**config.mk**
```make
export PLATFORM = sky130hd
export DESIGN_NAME = cmd_arbiter_flat
export DESIGN_NICKNAME = d
export VERILOG_FILES = /design/src/rtl/cmd_pkg.sv /design/src/rtl/cmd_arbiter_if.sv /design/src/rtl/cmd_timeout_counter.sv /design/src/rtl/cmd_arbiter.sv /design/src/flat_wrapper.sv
export SDC_FILE = /design/constraint.sdc
export NUM_CORES = 1
export LEC_CHECK = 0
export ABC_AREA = 1
export CORE_AREA = 2 2 154 156
export DETAILED_ROUTE_END_ITERATION = 8
export DIE_AREA = 0 0 156 158
export HOLD_SLACK_MARGIN = 0.05
export PLACE_DENSITY = 0.74
export SYNTH_ARGS = -nofsm -noshare
export SYNTH_HDL_FRONTEND = slang
export SYNTH_HIERARCHICAL = 1
export SYNTH_SLANG_ARGS = --single-unit
```
**constraint.sdc**
```tcl
create_clock -name clk_host -period 5.84 [get_ports clk_host]
set_input_delay 1.168 -clock clk_host [delete_from_list [all_inputs] [get_ports clk_host]]
set_output_delay 1.168 -clock clk_host [all_outputs]
set_load 0.01 [all_outputs]
```
**src/rtl/cmd_pkg.sv**
```systemverilog
// cmd_pkg: shared state encoding, frame constants and widths for the command arbiter
package cmd_pkg;
  typedef enum logic [2:0] {IDLE, ISSUE, WAIT_RESP, ACK, DONE} state_t;
  localparam logic [1:0] FRAME_START = 2'b01;
  localparam int DEFAULT_ERROR_INDEX = 12;
  localparam int CMD_W = 40;
  localparam int RESP_W = 136;
  localparam int PAYLOAD_W = 128;
  function automatic logic [CMD_W-1:0] make_frame(input logic [5:0] index, input logic [31:0] argument);
    return {FRAME_START, index, argument};
  endfunction
endpackage

```
**src/rtl/cmd_arbiter_if.sv**
```systemverilog
// cmd_arbiter_if: requester and physical-layer signals of the command arbiter
interface cmd_arbiter_if;
  import cmd_pkg::*;
  logic req_host, req_auto;
  logic [5:0] host_index, auto_index;
  logic [31:0] host_argument, auto_argument;
  logic grant_host, grant_auto, done_host, done_auto;
  logic [PAYLOAD_W-1:0] resp_out;
  logic index_error, timeout_error, busy;
  logic phy_strobe, phy_ack, phy_resp_strobe, phy_ack_in;
  logic [CMD_W-1:0] phy_cmd;
  logic [RESP_W-1:0] phy_response;
  modport master (
    input req_host, req_auto, host_index, auto_index, host_argument, auto_argument,
    input phy_resp_strobe, phy_response, phy_ack_in,
    output grant_host, grant_auto, done_host, done_auto, resp_out,
    output index_error, timeout_error, busy, phy_strobe, phy_cmd, phy_ack
  );
  modport slave (
    output req_host, req_auto, host_index, auto_index, host_argument, auto_argument,
    output phy_resp_strobe, phy_response, phy_ack_in,
    input grant_host, grant_auto, done_host, done_auto, resp_out,
    input index_error, timeout_error, busy, phy_strobe, phy_cmd, phy_ack
  );
endinterface

```
**src/rtl/cmd_timeout_counter.sv**
```systemverilog
// cmd_timeout_counter: 16-bit saturating cycle counter with synchronous clear and terminal-count flag
module cmd_timeout_counter #(
  parameter int TERMINAL = 63
) (
  input  logic clk,
  input  logic rst_n,
  input  logic clr,
  input  logic en,
  output logic tc
);
  logic [15:0] cnt_q, cnt_d;
  always_comb cnt_d = clr ? '0 : (en && cnt_q != 16'hFFFF) ? cnt_q + 16'd1 : cnt_q;
  always_ff @(posedge clk or negedge rst_n)
    if (!rst_n) cnt_q <= '0;
    else cnt_q <= cnt_d;
  assign tc = cnt_q == 16'(TERMINAL);
endmodule

```
**src/rtl/cmd_arbiter.sv**
```systemverilog
// cmd_arbiter: round-robin arbiter between host and auto command sources, running one
// command at a time through issue, response wait (with timeout), ack and done
module cmd_arbiter
  import cmd_pkg::*;
#(
  parameter int TIMEOUT_CYCLES = 64,
  parameter int ERROR_INDEX = DEFAULT_ERROR_INDEX
) (
  input logic clk_host,
  input logic reset_host,
  cmd_arbiter_if.master bus
);
  state_t state_q, state_d;
  logic grant_host_q, grant_host_d, grant_auto_q, grant_auto_d;
  logic done_host_q, done_host_d, done_auto_q, done_auto_d;
  logic index_error_q, index_error_d, timeout_error_q, timeout_error_d;
  logic busy_q, busy_d, phy_strobe_q, phy_strobe_d, phy_ack_q, phy_ack_d;
  logic last_auto_q, last_auto_d;
  logic [CMD_W-1:0] phy_cmd_q, phy_cmd_d;
  logic [PAYLOAD_W-1:0] resp_out_q, resp_out_d;
  logic win_host, tc, unused_resp_lsb;
  logic [5:0] win_index;
  // on a tie the side not served last wins
  assign win_host = bus.req_host && (!bus.req_auto || last_auto_q);
  assign win_index = win_host ? bus.host_index : bus.auto_index;
  assign unused_resp_lsb = ^bus.phy_response[RESP_W-PAYLOAD_W-1:0];
  cmd_timeout_counter #(.TERMINAL(TIMEOUT_CYCLES - 1)) u_timeout (
    .clk(clk_host),
    .rst_n(reset_host),
    .clr(state_q == IDLE),
    .en(state_q == WAIT_RESP),
    .tc(tc)
  );
  always_comb begin
    state_d = state_q;
    grant_host_d = grant_host_q;
    grant_auto_d = grant_auto_q;
    index_error_d = index_error_q;
    timeout_error_d = timeout_error_q;
    last_auto_d = last_auto_q;
    phy_cmd_d = phy_cmd_q;
    resp_out_d = resp_out_q;
    case (state_q)
      IDLE: if (bus.req_host || bus.req_auto) begin
        state_d = ISSUE;
        grant_host_d = win_host;
        grant_auto_d = !win_host;
        phy_cmd_d = make_frame(win_index, win_host ? bus.host_argument : bus.auto_argument);
        index_error_d = win_index == 6'(ERROR_INDEX);
        timeout_error_d = 1'b0;
      end
      ISSUE: state_d = WAIT_RESP;
      // a response on the terminal-count cycle takes priority over the timeout
      WAIT_RESP: if (bus.phy_resp_strobe) begin
        state_d = ACK;
        resp_out_d = bus.phy_response[RESP_W-1:RESP_W-PAYLOAD_W];
      end else if (tc) begin
        state_d = DONE;
        timeout_error_d = 1'b1;
        resp_out_d = '0;
      end
      ACK: if (bus.phy_ack_in) state_d = DONE;
      DONE: begin
        state_d = IDLE;
        grant_host_d = 1'b0;
        grant_auto_d = 1'b0;
        last_auto_d = grant_auto_q;
      end
      default: state_d = IDLE;
    endcase
    phy_strobe_d = state_d == ISSUE || state_d == WAIT_RESP;
    phy_ack_d = state_d == ACK;
    busy_d = state_d != IDLE;
    done_host_d = state_d == DONE && grant_host_q;
    done_auto_d = state_d == DONE && grant_auto_q;
  end
  always_ff @(posedge clk_host or negedge reset_host)
    if (!reset_host) begin
      state_q <= IDLE;
      grant_host_q <= 1'b0;
      grant_auto_q <= 1'b0;
      done_host_q <= 1'b0;
      done_auto_q <= 1'b0;
      index_error_q <= 1'b0;
      timeout_error_q <= 1'b0;
      busy_q <= 1'b0;
      phy_strobe_q <= 1'b0;
      phy_ack_q <= 1'b0;
      last_auto_q <= 1'b1;
      phy_cmd_q <= '0;
      resp_out_q <= '0;
    end else begin
      state_q <= state_d;
      grant_host_q <= grant_host_d;
      grant_auto_q <= grant_auto_d;
      done_host_q <= done_host_d;
      done_auto_q <= done_auto_d;
      index_error_q <= index_error_d;
      timeout_error_q <= timeout_error_d;
      busy_q <= busy_d;
      phy_strobe_q <= phy_strobe_d;
      phy_ack_q <= phy_ack_d;
      last_auto_q <= last_auto_d;
      phy_cmd_q <= phy_cmd_d;
      resp_out_q <= resp_out_d;
    end
  assign bus.grant_host = grant_host_q;
  assign bus.grant_auto = grant_auto_q;
  assign bus.done_host = done_host_q;
  assign bus.done_auto = done_auto_q;
  assign bus.index_error = index_error_q;
  assign bus.timeout_error = timeout_error_q;
  assign bus.busy = busy_q;
  assign bus.phy_strobe = phy_strobe_q;
  assign bus.phy_ack = phy_ack_q;
  assign bus.phy_cmd = phy_cmd_q;
  assign bus.resp_out = resp_out_q;
endmodule

```
**src/flat_wrapper.sv**
```systemverilog
// flat-port wrapper written by rule: the top's interface ports become plain ports
module cmd_arbiter_flat import cmd_pkg::*;
#(
  parameter int TIMEOUT_CYCLES = 64,
  parameter int ERROR_INDEX = DEFAULT_ERROR_INDEX
)
  (clk_host, reset_host, bus_req_host, bus_req_auto, bus_host_index, bus_auto_index, bus_host_argument, bus_auto_argument, bus_phy_resp_strobe, bus_phy_response, bus_phy_ack_in, bus_grant_host, bus_grant_auto, bus_done_host, bus_done_auto, bus_resp_out, bus_index_error, bus_timeout_error, bus_busy, bus_phy_strobe, bus_phy_cmd, bus_phy_ack);
  cmd_arbiter_if bus_i ();
  input logic clk_host;
  input logic reset_host;
  input wire logic [$bits(bus_i.req_host)-1:0] bus_req_host;
  input wire logic [$bits(bus_i.req_auto)-1:0] bus_req_auto;
  input wire logic [$bits(bus_i.host_index)-1:0] bus_host_index;
  input wire logic [$bits(bus_i.auto_index)-1:0] bus_auto_index;
  input wire logic [$bits(bus_i.host_argument)-1:0] bus_host_argument;
  input wire logic [$bits(bus_i.auto_argument)-1:0] bus_auto_argument;
  input wire logic [$bits(bus_i.phy_resp_strobe)-1:0] bus_phy_resp_strobe;
  input wire logic [$bits(bus_i.phy_response)-1:0] bus_phy_response;
  input wire logic [$bits(bus_i.phy_ack_in)-1:0] bus_phy_ack_in;
  output wire logic [$bits(bus_i.grant_host)-1:0] bus_grant_host;
  output wire logic [$bits(bus_i.grant_auto)-1:0] bus_grant_auto;
  output wire logic [$bits(bus_i.done_host)-1:0] bus_done_host;
  output wire logic [$bits(bus_i.done_auto)-1:0] bus_done_auto;
  output wire logic [$bits(bus_i.resp_out)-1:0] bus_resp_out;
  output wire logic [$bits(bus_i.index_error)-1:0] bus_index_error;
  output wire logic [$bits(bus_i.timeout_error)-1:0] bus_timeout_error;
  output wire logic [$bits(bus_i.busy)-1:0] bus_busy;
  output wire logic [$bits(bus_i.phy_strobe)-1:0] bus_phy_strobe;
  output wire logic [$bits(bus_i.phy_cmd)-1:0] bus_phy_cmd;
  output wire logic [$bits(bus_i.phy_ack)-1:0] bus_phy_ack;
  assign bus_i.req_host = bus_req_host;
  assign bus_i.req_auto = bus_req_auto;
  assign bus_i.host_index = bus_host_index;
  assign bus_i.auto_index = bus_auto_index;
  assign bus_i.host_argument = bus_host_argument;
  assign bus_i.auto_argument = bus_auto_argument;
  assign bus_i.phy_resp_strobe = bus_phy_resp_strobe;
  assign bus_i.phy_response = bus_phy_response;
  assign bus_i.phy_ack_in = bus_phy_ack_in;
  assign bus_grant_host = bus_i.grant_host;
  assign bus_grant_auto = bus_i.grant_auto;
  assign bus_done_host = bus_i.done_host;
  assign bus_done_auto = bus_i.done_auto;
  assign bus_resp_out = bus_i.resp_out;
  assign bus_index_error = bus_i.index_error;
  assign bus_timeout_error = bus_i.timeout_error;
  assign bus_busy = bus_i.busy;
  assign bus_phy_strobe = bus_i.phy_strobe;
  assign bus_phy_cmd = bus_i.phy_cmd;
  assign bus_phy_ack = bus_i.phy_ack;
  cmd_arbiter #(.TIMEOUT_CYCLES(TIMEOUT_CYCLES), .ERROR_INDEX(ERROR_INDEX)) u_core (.clk_host(clk_host), .reset_host(reset_host), .bus(bus_i));
endmodule
```
==> impl_metrics.ini <==
[synthesis]
netlist_area_mm2 = 0.00858
synth_nets = 1225
ys.flop_type = dfrtp_1
yosysSeqAreaShare = 0.572
yosys-top-cells-area = dfrtp_1 (57%), nand3_1 (16%), nand2_1 (11%)
syn_area_per_cell_um2 = 8.53
synth_cell_type_count = 30
synth.most_common_cell = nand3_1
yosys.area.top_type = dfrtp_1
synthTopCellsByCount = nand3_1 (282), nand2_1 (250), dfrtp_1 (195)
yosysWarningCount = 6
synth-seq-cells = 196
synth_edf_count = 0
async_flop_share = 1.00
syn_inst = 1006
synth_top_area_frac = 0.569

[sta]
finalCritPeriodShare = 0.564
setup_viol = 0
slew_headroom = 0.286
rsz0062_at_grt = no
fin_ws_ns = 2.55
fmax_mhz = 304
finalHoldViolations = 0
fin_crit_ns = 3.29
finClkSkew_ns = 0.0112
worst_hold_slack_ns = 0.473
slew_viol_final = 0
tns_ns = 0
worst_pin_slew_ns = 1.07

[power]
p_leak_nw = 6.05
ir_worst_vdd_v = 0.000258
powerDensity_mw_per_mm2 = 478

[die]
dieHeight_um = 158
rows = 56
dieWidth_um = 156
start_util = 0.372
ioPinCount = 395
die_area_mm2 = 0.0246
coreArea_mm2 = 0.0231

[placement]
gp_congestion = 0.797
dpl.hpwl_um = 18800
io_buffers = 385
dp_slack_ns = 2.43

[routing]
vias = 8436
drc = 0
totalWireLength_um = 27700
viasPerCell = 5.12
wl_per_cell_um = 16.8
first_pass_iters = 8
final_antenna_net_count = 0
drt_iter0_drc = 705

[finish]
area_delta_synth_final_pct = 52.9
drive_gt1_frac = 0.0442
fin_nets = 1565
final.fill_count = 2083
n_antenna_cell = 0
final_util = 0.569

[critical_path]
critPathKind = register to register
slowest_delay_ns = 0.81
cp.arrival_ns = 3.60
cp_cell_sequence = ha_1 -> nand2_1 -> nor2_4 -> nand3_1 -> nor4_1 -> nand2_4 -> buf_4 -> nand3_1 -> nand2_1
crit_path_start_kind = register
rr_worst_depth = 9
critPathMaxFanout = 102
r2r-end = u_core/bus.resp_out[80]$_DFFE_PN0P_
cp_slowest_cell = nor4_1
worst_ep_required_time_ns = 6.14
r2r_slack_ns = 2.55
endpoint_kind = register
r2r_start = u_core/u_timeout/cnt_q[1]$_DFFE_PN0P_

[min_path]
min_path_cells = 1
hp-class = register to register
hold_start = u_core/bus.phy_cmd[38]$_DFFE_PN0P_
hold_end = u_core/bus.phy_cmd[38]$_DFFE_PN0P_

[grt]
grt_pass1_wl_um = 42100
grt_start_max_net_pins = 104
track_usage = 0.215
grt_pass1_vias = 7986
grt.overflow.total = 0
antenna_found_initial = 0

[clocking]
htreeDepth = 4
clockRootBuffer = clkbuf_16
cts_setup_buffers = 0
numCtsBuffers = 17
cts_sinks = 196
hold_buffers = 0
cts_tree = built
clk_latency_ns = 0.43
cts_resized = 0
clock_path_buffers = 2
clk_pin_slew_worst_paths_ns = 0.07

[job]
cap_violations = 0

[outcome]
outcome = finished, final reports clean
## report_power, final
| group | total, mW | internal (mW) | switching [mW] | leakage [nW] |
|---|---|---|---|---|
| clock network | 1.13 | 0.570 | 0.557 | 0.262 |
| registers | 2.25 | 1.94 | 0.314 | 2.46 |
| logic | 2.90 | 1.44 | 1.45 | 3.32 |
| total | 6.27 | 3.95 | 2.32 | 6.05 |
## placed cells by master (no fill, tap or decap), types with 3 or more instances in the layout
cell type / instances
clkinvlp_4: 4
dfrtp_1: 195
clkdlybuf4s50_1: 383
nand2_1: 248
clkbuf_16: 17
nand4_1: 7
nor2_1: 62
buf_4: 10
nand3_1: 282
inv_8: 4
clkinv_4: 5
a21oi_1: 6
nor2_2: 3
nand2_4: 3
xnor2_1: 3
inv_1: 27
o21ai_1: 30
o21ai_0: 47
nor2_4: 3
## kinds of logic after synthesis
kind of cell | share of synthesized area
adders and majority gates | 0.00146
DFF | 0.572
other | 0.000437
xor gates and xnor gates | 0.00306
AOI/OAI and AO/OA | 0.0512
and+or+nand+nor | 0.321
buffers and inverters | 0.0509
## layout make-up
class / instances / area, um^2 / area share
clock buffers: 18 / 439 / 0.0335
multi-input cells: 707 / 3250 / 0.248
clock inverters: 13 / 119 / 0.00906
repair buffers: 394 / 3920 / 0.299
flip-flops and latches: 196 / 4910 / 0.374
inverters: 30 / 118 / 0.00896
well taps: 290 / 363 / 0.0277
## layer usage
layer | up-vias | wire length, um | GRT usage
met2 | 348 | 13200 | 0.353
met5 | - | 0 | 0
li1 | 4018 | - | -
met3 | 61 | 2120 | 0.0600
met4 | 0 | 1080 | 0.0979
met1 | 4009 | 11300 | 0.266
## per-stage QoR
step	total power, mW	cells	area [um^2]
6_report	6.27	1648	13100
5_1_grt	6.70	1648	13100
4_1_cts	6.34	1648	13100
3_5_place_dp	5.18	1617	12600
3_3_place_gp	5.12	1617	12600
2_1_floorplan	3.56	1006	8580
## worst max-delay path by stage
stage	start	end	slack, ns	cells after the start
2_1_floorplan	bus_req_auto	u_core/bus.phy_cmd[29]$_DFFE_PN0P_	3.80	6
3_3_place_gp	bus_req_auto	u_core/bus.index_error$_DFFE_PN0P_	2.42	10
3_5_place_dp	bus_req_auto	u_core/bus.index_error$_DFFE_PN0P_	2.43	10
4_1_cts	u_core/u_timeout/cnt_q[1]$_DFFE_PN0P_	u_core/bus.resp_out[80]$_DFFE_PN0P_	2.60	9
5_1_grt	u_core/u_timeout/cnt_q[1]$_DFFE_PN0P_	u_core/bus.resp_out[88]$_DFFE_PN0P_	2.39	9
6_report	u_core/u_timeout/cnt_q[1]$_DFFE_PN0P_	u_core/bus.resp_out[80]$_DFFE_PN0P_	2.55	9
## worst max-delay path, delay by kind of cell (launching register included)
family,cells,cell delay [ns]
DFF,1,0.39
and+or+nand+nor,7,1.97
adders and majority gates,1,0.18
buffers and inverters,1,0.56
## registers in the layout (all words and copies together) (netlist names)
name / cells
u_core/bus.resp_out: 128
u_core/bus.phy_cmd: 39
u_core/u_timeout/cnt_q: 16
u_core/state_q: 3
u_core/bus.busy: 1
u_core/bus.done_auto: 1
u_core/bus.done_host: 1
u_core/bus.grant_auto: 1
u_core/bus.grant_host: 1
u_core/bus.index_error: 1
u_core/bus.phy_ack: 1
u_core/bus.phy_strobe: 1
u_core/bus.timeout_error: 1
u_core/last_auto_q: 1
(Power assumes the default switching activity.)
